File: config.mk
export PLATFORM = sky130hd
export DESIGN_NAME = sprite_line_fetch
export DESIGN_NICKNAME = d
export VERILOG_FILES = /design/src/rtl/sprite_pkg.sv /design/src/rtl/sprite_rot_addr.sv /design/src/rtl/sprite_line_fetch.sv
export SDC_FILE = /design/constraint.sdc
export NUM_CORES = 1
export LEC_CHECK = 0
export BUFFER_PORTS_ARGS = -buffer_cell sky130_fd_sc_hd__buf_2
export CORE_MARGIN = 8
export CORE_UTILIZATION = 52
export DETAILED_ROUTE_END_ITERATION = 6
export PLACE_DENSITY = 0.8
export SLEW_MARGIN = 20
export SYNTH_ARGS = -nofsm -noshare
export SYNTH_HDL_FRONTEND = slang
export SYNTH_SLANG_ARGS = --single-unit
File: constraint.sdc
create_clock -name Clk -period 3.9 [get_ports Clk]
set_input_delay 0.585 -clock Clk [delete_from_list [all_inputs] [get_ports Clk]]
set_output_delay 0.585 -clock Clk [all_outputs]
set_load 0.05 [all_outputs]
File: src/rtl/sprite_pkg.sv
// Shared constants and types for the sprite ROM fetchers (tank, bullet, explosion).
package sprite_pkg;

  localparam int SPR_DIM  = 32;
  localparam int SCREEN_W = 640;
  localparam logic [23:0] KEY_COLOR = 24'hFF0000;

  localparam int IDX_W  = $clog2(SPR_DIM);
  localparam int ADDR_W = 2 * IDX_W;
  localparam logic [IDX_W-1:0] IDX_MAX = IDX_W'(SPR_DIM - 1);

  typedef enum logic [1:0] {
    DIR_UP,
    DIR_RIGHT,
    DIR_DOWN,
    DIR_LEFT
  } dir_t;

  typedef enum logic [2:0] {
    ST_IDLE,
    ST_CHECK,
    ST_FETCH,
    ST_DRAIN,
    ST_DONE
  } fetch_state_t;

endpackage

File: src/rtl/sprite_rot_addr.sv
// Maps a displayed (row, col) to the ROM address of the source pixel for one of
// four sprite orientations; purely combinational.
module sprite_rot_addr
  import sprite_pkg::*;
(
  input  logic [IDX_W-1:0]  row_i,
  input  logic [IDX_W-1:0]  col_i,
  input  dir_t              dir_i,
  output logic [ADDR_W-1:0] addr_o
);

  logic [IDX_W-1:0] src_r;
  logic [IDX_W-1:0] src_c;

  always_comb begin
    src_r = row_i;
    src_c = col_i;
    unique case (dir_i)
      DIR_UP: begin
        src_r = row_i;
        src_c = col_i;
      end
      DIR_RIGHT: begin
        src_r = IDX_MAX - col_i;
        src_c = row_i;
      end
      DIR_DOWN: begin
        src_r = IDX_MAX - row_i;
        src_c = IDX_MAX - col_i;
      end
      DIR_LEFT: begin
        src_r = col_i;
        src_c = IDX_MAX - row_i;
      end
      default: begin
        src_r = row_i;
        src_c = col_i;
      end
    endcase
  end

  // SPR_DIM is a power of two, so r*SPR_DIM + c is a plain concatenation.
  assign addr_o = {src_r, src_c};

endmodule

File: src/rtl/sprite_line_fetch.sv
// Per-scanline sprite row fetcher: reads one rotated sprite row from ROM during
// horizontal blank and writes its opaque, on-screen pixels into the line buffer.
module sprite_line_fetch
  import sprite_pkg::*;
(
  input  logic        Clk,
  input  logic        Reset,
  input  logic        start,
  input  logic [9:0]  line_y,
  input  logic [9:0]  spr_x,
  input  logic [9:0]  spr_y,
  input  logic [1:0]  dir,
  output logic        busy,
  output logic        done,
  output logic [18:0] read_address,
  input  logic [23:0] rom_data,
  output logic        pix_we,
  output logic [9:0]  pix_x,
  output logic [23:0] pix_data
);

  fetch_state_t     state_q, state_d;
  logic [IDX_W-1:0] col_q, col_d;
  logic [9:0]       line_y_q, spr_x_q, spr_y_q;
  dir_t             dir_q;

  logic             vld_p1_q;
  logic [IDX_W-1:0] col_p1_q;
  logic [9:0]       pix_x_q;
  logic [23:0]      pix_data_q;

  logic [9:0]        row_full;
  logic              hit;
  logic [ADDR_W-1:0] rot_addr;
  logic [10:0]       x_sum;

  assign row_full = line_y_q - spr_y_q;
  assign hit      = (line_y_q >= spr_y_q) && (row_full < 10'(SPR_DIM));

  sprite_rot_addr u_rot (
    .row_i  (row_full[IDX_W-1:0]),
    .col_i  (col_q),
    .dir_i  (dir_q),
    .addr_o (rot_addr)
  );

  always_comb begin
    state_d = state_q;
    col_d   = col_q;
    unique case (state_q)
      ST_IDLE: begin
        if (start) state_d = ST_CHECK;
      end
      ST_CHECK: begin
        if (hit) begin
          state_d = ST_FETCH;
          col_d   = '0;
        end else begin
          state_d = ST_DONE;
        end
      end
      ST_FETCH: begin
        col_d = col_q + IDX_W'(1);
        if (col_q == IDX_MAX) state_d = ST_DRAIN;
      end
      ST_DRAIN: state_d = ST_DONE;
      ST_DONE:  state_d = ST_IDLE;
      default:  state_d = ST_IDLE;
    endcase
  end

  assign busy         = (state_q != ST_IDLE);
  assign done         = (state_q == ST_DONE);
  assign read_address = (state_q == ST_FETCH) ? {{(19-ADDR_W){1'b0}}, rot_addr} : 19'd0;

  // p1: ROM data for the column issued last cycle is on rom_data now.
  assign x_sum    = {1'b0, spr_x_q} + {{(11-IDX_W){1'b0}}, col_p1_q};
  assign pix_we   = vld_p1_q && (rom_data != KEY_COLOR) && (x_sum < 11'(SCREEN_W));
  assign pix_x    = pix_we ? x_sum[9:0] : pix_x_q;
  assign pix_data = pix_we ? rom_data : pix_data_q;

  always_ff @(posedge Clk) begin
    if (Reset) begin
      state_q    <= ST_IDLE;
      col_q      <= '0;
      vld_p1_q   <= 1'b0;
      pix_x_q    <= '0;
      pix_data_q <= '0;
    end else begin
      state_q  <= state_d;
      col_q    <= col_d;
      vld_p1_q <= (state_q == ST_FETCH);
      if (pix_we) begin
        pix_x_q    <= x_sum[9:0];
        pix_data_q <= rom_data;
      end
    end
  end

  always_ff @(posedge Clk) begin
    col_p1_q <= col_q;
    if (state_q == ST_IDLE && start) begin
      line_y_q <= line_y;
      spr_x_q  <= spr_x;
      spr_y_q  <= spr_y;
      dir_q    <= dir_t'(dir);
    end
  end

endmodule

# Word level (Yosys, flattened, before mapping)
# Index checks and enable logic that the tools add are counted.
# totals
register_bits,80
elab_cells,51
out_inout_bits,56
in_bits,59
# classes
add_sub_neg,5
n_reduce_logical,10
muxes,11
n_eq_ne,12
order_cmp,3
# op_table
op,n
one-hot mux 5 bit (4 select lines),2
2-to-1 mux 24 bit,1
"!= test 24 bit, second input constant",1
2-to-1 mux 10 bit,2
one-hot mux 3 bit (4 select lines),1
adder 10 x 5 -> 11 bit,1
"< comparator 11 x 10 -> 1 bit, second input constant",1
greater-or-equal comparator 10 bit,1
"< comparator 10 x 6 -> 1 bit, second input constant",1
one-hot mux 5 bit (2 select lines),1
subtractor 10 bit,1
"subtractor 5 bit, first input constant",2
2-to-1 mux 3 bit,3
"== test 3 x 2 -> 1 bit, second input constant",2
"!= test 2 bit, second input constant",3
"adder 5 x 1 -> 5 bit, second input constant",1
"== test 5 bit, second input constant",1
2-to-1 mux 5 bit,1
"== test 2 bit, second input constant",2
logical AND 1 bit,4
AND reduction 2 bit,2
"== test 3 x 1 -> 1 bit, second input constant",1
"== test 3 bit, second input constant",1
zero test 3 bit,1
4 further kinds,4

# Longest topological paths before layout
# Gate-level depths: netlist of run 1.
# logic_depth
depth_word,5
ltp_mapped,11
mapped_depth_nobuf,11

# By module
# A second synthesis of run 1 with hierarchy kept.
# hier_totals
cells_unflattened,445
area_unflattened_um2,4149.0
# by_module_without_submodules
mod,seq_area_each_um2,area_per_inst_um2,cells_each,n_inst
sprite_line_fetch,1921.8,3941.3,418,1
sprite_rot_addr,0.0,207.7,27,1

# Worst setup path before layout of run 1
# Ideal clock, no wire load.
# synth_path
kind,reg2out
start,register spr_x_q[0]
end,output port pix_x[2]
t_arrival_ns,3.194
n_path_buf,1
path_stages_with_launch,11
required_ns,3.315
setup_slack_ns,0.121
cell_sequence,edfxtp_1 ha_1 fa_1 a211oi_2 o21bai_2 a21oi_1 mux2i_1 a211oi_4 buf_6 nor2_1 a21oi_1
# synth_via
elab_chain_cells,4
# synth_rtl
element,line,source
"start, declared",sprite_line_fetch.sv:24,"logic [9:0] line_y_q, spr_x_q, spr_y_q;"
"start signal, assigned",sprite_line_fetch.sv:104,spr_x_q <= spr_x;
adder 10 x 5 -> 11 bit,sprite_line_fetch.sv:77,"assign x_sum = {1'b0, spr_x_q} + {{(11-IDX_W){1'b0}}, col_p1_q};"
< comparator 11 x 10 -> 1 bit,sprite_line_fetch.sv:78,assign pix_we = vld_p1_q && (rom_data != KEY_COLOR) && (x_sum < 11'(SCREEN_W));
logical AND 1 bit,sprite_line_fetch.sv:78,
net pix_we,sprite_line_fetch.sv:17,"output logic pix_we,"
2-to-1 mux 10 bit,-,
"end, declared",sprite_line_fetch.sv:18,"output logic [9:0] pix_x,"
# The timed path passes the listed nets, and every way through them passes these cells.

# Final worst setup path of run 1
# layout_path
start,register spr_x_q[0]
end,output port pix_x[4]
# layout_via
elab_chain_cells,4
# layout_rtl
element,line
adder 10 x 5 -> 11 bit (*),sprite_line_fetch.sv:77
< comparator 11 x 10 -> 1 bit,sprite_line_fetch.sv:78
logical AND 1 bit,sprite_line_fetch.sv:78
2-to-1 mux 10 bit (*),-
# Mark *: on every way between the ends. The rest lies on a longest branch, timed or not.

==> impl_results.md, run 1 <==
- Core area: 7690 um^2
- # diodes: 0
- Residual DRC: 0
- WP data required: 3.31 ns
- CP bufs+invs: 3
- Post-route cell area: 4960 um^2
- Fillcell total: 623
- Post-place setup slack: about 0.47 ns
- Max-slew violation count: 0
- Synth Cell Area: 4090 um^2
- CTS tree: yes
- CTS sink count: 80
- Global route total overflow: 0
- Leakage Power: 2.33 nW
- Critical path data arrival time: 3.15 ns
- Largest net degree at the start of global routing: 43
- PortBufs: 105
- Nets: 551
- Post-synth EDFFs: 32
- Final Hold Vio Count: 0
- Warnings, synthesis: 0
- Synth Register Bits: 80
- Hold_sp: spr_x[0]
- Via count: 2984
- Non-filler instance count after layout: 580
- Max incr delay on CP: 0.38 ns
- Iter 0 DRT Violations: 58
- Initial Utilization: 53.2%
- CP delay by family, top: compound AO/OA/AOI/OAI gates
- Placed cell areas: 4670 um^2
- Placer Congestion: 0.821
- WHS: 0.408 ns
- IO Count: 115
- WL final: 8600 um
- Unique cell type count in the Yosys netlist: 51
- Via density: 5.14
- R2R Path Start: spr_x_q[0]
- Synth async-reset ratio: 0%
- PD cells: 361 nW/um^2
- Worst Hold Endpoint: spr_x_q[0]
- Final worst-path setup slack: ~0.17 ns
- Least-Margin Pin Slew: roughly 0.65 ns
- Hold Crit Depth: 1
- Worst-case reg-to-reg path depth: 11
- MaxCap Viol Count: 0
- Area growth from synthesis to layout: 21.2%
- Cells after DPL: 560
- Clock Root Buffer: clkbuf_8
- Layout cells sized above 1: 34.3%
- Startpoint Class: flip-flop
- Reg2reg setup slack: 1.05 ns
- Worst setup EP type: output pin
- Clock skew: 0.00908 ns
- Setup TNS Final: 0 ns
- Register area share after synthesis: 47.0%
- Final design utilization: 64.5%
- Synth Instances: 363
- Critical path fanouts, max: 18
- Critical path, cell by cell: ha_1, fa_2, a211oi_2, o21bai_2, a21oi_1, mux2i_1, a211oi_4, buf_4, clkbuf_16, mux2_4, buf_2
- Status: finished, final reports clean
- Post-synth top flop: dfxtp_1
- Vias in the first global route: 3046
- Worst Path Class, Setup: reg2out
- Wire per inst: 14.8 um
- Die ar.: 11000 um^2
- Die W: 105 um
- Slew Limit Headroom: ~57%
- Final period utilization: 95.7%
- Dpl hpwl: 6520 um
- Num CTS Buffers: 9
- First-pass GRT wire length: 14000 um
- Worst skew pair latency: 0.35 ns
- GRT Total Usage: 15.3%
- Final setup fails: 0
- CTS max path bufs: 2
- Clock transition at path regs: 0.08 ns
- Worst vdd ir: 177 uV
- Post-layout power: 1.79 mW
- Syn Area/Cell: 11.3 um^2
- RSZ-0062 raised after global routing: false
- Worst path slowest cell: edfxtp_1
- ANT nets after route: 0
- H-tree Lvls: 3
- Initial antenna violation count: 0
- Rows: 32
- Critical R2R Capture: pix_data_q[8]
- Vert. Die Dim: 105 um
- Min cycle time layout: 3.73 ns
- FMAX: 268 MHz
- DRT Pass-1 Iters: 4
- Worst hold path type: in2reg
synthesized netlist by cell type (2+ instances only):
cell type	number	area, um^2
a211oi_1	2	15.0
a21o_1	3	22.5
a21oi_1	17	85.1
a22oi_1	2	15.0
and2_1	2	12.5
and2b_1	20	150
buf_4	9	67.6
buf_6	3	33.8
clkbuf_1	7	26.3
dfxtp_1	48	961
edfxtp_1	32	961
fa_1	2	40.0
ha_1	17	213
inv_1	22	82.6
mux2_2	7	78.8
mux2_4	25	375
mux2i_1	10	100
nand2_1	9	33.8
nand2b_1	2	12.5
nand3_1	8	40.0
nand4_1	3	18.8
nor2_1	24	90.1
nor2b_1	16	100
nor3_1	5	25.0
nor4_1	4	25.0
o21a_1	4	30.0
o21ai_0	12	60.1
o22ai_1	4	25.0
or4_1	2	15.0
xnor2_1	11	96.3
xor2_1	11	96.3
cells in the final DEF, fill, tap and decap left out, drive strengths merged, types with 8 or more instances in the layout:
| cell | instances |
|---|---|
| nand3 | 8 |
| xor2 | 11 |
| and2b | 20 |
| xnor2 | 11 |
| nand2 | 9 |
| ha | 17 |
| inv | 23 |
| nor2b | 16 |
| o21ai | 12 |
| mux2i | 10 |
| mux2 | 32 |
| conb | 9 |
| edfxtp | 32 |
| clkbuf | 14 |
| a21oi | 17 |
| dfxtp | 48 |
| nor2 | 24 |
| buf | 109 |
worst max path at each step:
stage	start	end	slack (ns)	depth (start not counted)
3_5_place_dp	spr_x_q[0]	pix_data[0]	0.47	10
3_3_place_gp	spr_x_q[0]	pix_data[3]	0.53	10
2_1_floorplan	spr_x_q[0]	pix_x[2]	0.12	10
6_report	spr_x_q[0]	pix_x[4]	0.17	11
5_1_grt	spr_x_q[0]	pix_x[4]	0.01	11
4_1_cts	spr_x_q[0]	pix_data[0]	0.06	10
metal layers:
metal  vias up  routed length [um]  GRT usage (%)
met5         -                   0              0
li1       1488                   -              -
met4         0                 120           6.22
met2       108                4320           27.2
met3        12                 743           6.27
met1      1376                3420           15.6
repair_timing:
item                       in CTS  in global routing
hold buffers                    0                  0
resized for setup               0                  1
setup endpoints to repair       0                 34
buffers inserted                0                  2
registers in the layout (all words and copies together) (netlist names):
signal,flops
vld_p1_q,1
spr_x_q,10
line_y_q,10
dir_q,2
spr_y_q,10
pix_data_q,24
pix_x_q,10
col_p1_q,5
col_q,5
state_q,3
layout make-up:
class | count | area (um^2) | area share (%)
multi-input combinational | 249 | 1990 | 40.2
sequential | 80 | 1920 | 38.8
timing repair buffer | 111 | 618 | 12.5
clock buffer | 12 | 166 | 3.36
tap | 102 | 128 | 2.57
inverter | 22 | 82.6 | 1.67
clock inverter | 4 | 50.0 | 1.01
power by group:
part	switching, mW	leakage, nW	internal [mW]
registers	0.0180	0.693	0.898
logic	0.134	1.52	0.0931
clock network	0.294	0.112	0.353
cell families after synthesis:
kind of cell | share of synthesized area (%)
and+or+nand+nor | 13.9
muxes | 13.5
DFF | 47.0
adders and majority gates | 6.18
other | 0.0917
xor gates and xnor gates | 4.71
AOI/OAI and AO/OA | 9.36
buffers and inverters | 5.23
(Power assumes the default switching activity.)
==> run 2, diff against run 1 <==
--- a/config.mk
+++ b/config.mk
@@ -7,9 +7,8 @@
 export LEC_CHECK = 0
 export BUFFER_PORTS_ARGS = -buffer_cell sky130_fd_sc_hd__buf_2
 export CORE_MARGIN = 8
-export CORE_UTILIZATION = 52
+export CORE_UTILIZATION = 36
 export DETAILED_ROUTE_END_ITERATION = 6
-export PLACE_DENSITY = 0.8
 export SLEW_MARGIN = 20
 export SYNTH_ARGS = -nofsm -noshare
 export SYNTH_HDL_FRONTEND = slang
==> run 2 against run 1 <==
  * Via count down 2.2%
  * Non-clock buffer count did not move
  * Clock skew decreased by 0.0056 ns
  * Critical path depth is the same
  * Critical path type unchanged
  * Highest routed layer unchanged
==> impl_results.md, run 2 (synthesis results as in run 1) <==
- Status: finished, final reports clean
- Core area: 11300 um^2
- # diodes: 0
- Fillcell total: 1059
- WP data required: 3.31 ns
- Internal: approximately 1.6 mW
- Vert. Die Dim: 123 um
- Area growth from synthesis to layout: 25.4%
- Global route total overflow: 0
- Min cycle time layout: 3.72 ns
- Part of the power in registers: between 40% and 50%
- PortBufs: 105
- First-pass GRT wire length: 13900 um
- Cells after DPL: 601
- Final period utilization: 95.3%
- Worst skew pair latency: 0.33 ns
- Most frequent cells in the layout: buf_2 (105), dfxtp_1 (48), edfxtp_1 (32)
- Area of the multi-input gates: 1990 um^2
- Clock Root Buffer: clkbuf_16
- Wire per inst: 14.3 um
- Worst setup EP type: output pin
- Net Sw Frac: 23.1%
- H-tree Lvls: 3
- Worst Path Class, Setup: reg2out
- Largest net degree at the start of global routing: 43
- Worst vdd ir: 342 uV
- Sw power: 0.474 mW
- Non-filler instance count after layout: 621
- WL final: 8880 um
- IO Count: 115
- Clock skew: 0.00346 ns
- GRT Total Usage: 11.7%
- Final Hold Vio Count: 0
- Leakage Power: 2.38 nW
- CTS max path bufs: 2
- Critical path data arrival time: 3.13 ns
- Setup TNS Final: 0 ns
- Nets: 551
- Max-slew violation count: 0
- Dpl hpwl: 6690 um
- Final design utilization: a little under half
- Clock share of power: between 40 and 50%
- CTS hold repair buffers: 0
- Least-Margin Pin Slew: about 0.7 ns
- CTS sink count: 80
- Startpoint Class: flip-flop
- Biggest register: pix_data_q
- WHS: roughly 0.40 ns
- Residual DRC: 0
- Die W: 123 um
- Comb power frac: 11.1%
- Placer Congestion: 0.791
- Num CTS Buffers: 9
- Die ar.: 15000 um^2
- Initial antenna violation count: 0
- DRT Pass-1 Iters: 4
- Clock transition at path regs: 0.06 ns
- Vias in the first global route: roughly 3000
- MaxCap Viol Count: 0
- Slew Limit Headroom: between 50% and 60%
- Register area: 1920 um^2
- RSZ-0062 raised after global routing: false
- Worst hold path type: reg2reg
- FMAX: 269 MHz
- Post-layout power: 2.05 mW
- Largest register FFs: 24
- Most common cell after layout, fill and taps aside: buf_2
- ANT nets after route: 0
- PD cells: ~400 nW/um^2
- CTS tree: yes
- Final setup fails: 0
- Via count: 2918
- Via density: 4.70
- Initial Utilization: 36.3%
- Layout cells sized above 1: 34.5%
- Iter 0 DRT Violations: 130
- Rows: 39
- Critical path fanouts, max: 18
-- run 2: cell types whose count changed in the layout (fill, tap and decap cells not counted), sizes merged --
cell and delta:
bufinv -1, clkbuf +2, clkinv -1
-- run 2: worst max-delay path, cell delays in order, from the launching register on --
cell and delay, ns:
edfxtp_1 0.36, ha_1 0.25, fa_2 0.38, a211oi_2 0.21, o21bai_2 0.14, a21oi_1 0.19
mux2i_1 0.13, a211oi_4 0.22, buf_4 0.17, clkbuf_16 0.20, mux2_4 0.32, buf_2 0.22
-- run 2: power by group through the flow --
stage | clock network, mW | logic [mW] | registers (mW)
2_1_floorplan | 0 | 0.175 | 0.928
3_3_place_gp | 0 | 0.222 | 0.935
3_5_place_dp | 0 | 0.226 | 0.936
4_1_cts | 0.935 | 0.228 | 0.918
5_1_grt | 0.970 | 0.256 | 0.920
6_report | 0.904 | 0.227 | 0.917
-- run 2: area by class of cell --
cell class / count / area share [%]
multi-input combinational: 249 / 38.8
sequential: 80 / 37.5
timing repair buffer: 111 / 12.0
clock buffer: 14 / 6.39
tap: 143 / 3.49
inverter: 22 / 1.61
clock inverter: 2 / 0.219
-- run 2: layer usage --
layer	GRT usage (%)	share of wire [%]
met5	0	0
met4	3.88	1.1
met3	4.14	8.9
met2	20.4	47
met1	12.9	43
-- run 2: final timing paths --
| check | end | start | slack [ns] | cells past startpoint |
|---|---|---|---|---|
| min reg2reg | col_p1_q[3] | col_q[3] | 0.40 | 0 |
| min | col_p1_q[3] | col_q[3] | 0.40 | 0 |
| max | pix_data[7] | spr_x_q[0] | 0.18 | 11 |
| max reg2reg | pix_x_q[6] | spr_x_q[0] | 1.05 | 11 |
-- run 2: what timing repair did --
| item | CTS | global route |
|---|---|---|
| setup buffers | 0 | 2 |
| endpoints found under the setup margin | 0 | 33 |
| gates resized for setup | 0 | 1 |
-- run 2: per-stage QoR --
stage	instance area, um^2	setup WS, ns
final	5130	0.182
after floorplan	4120	0.121
after CTS	5060	0.0454
after global placement	4720	0.508
after detailed placement	4720	0.416
after global routing	5130	0.0400
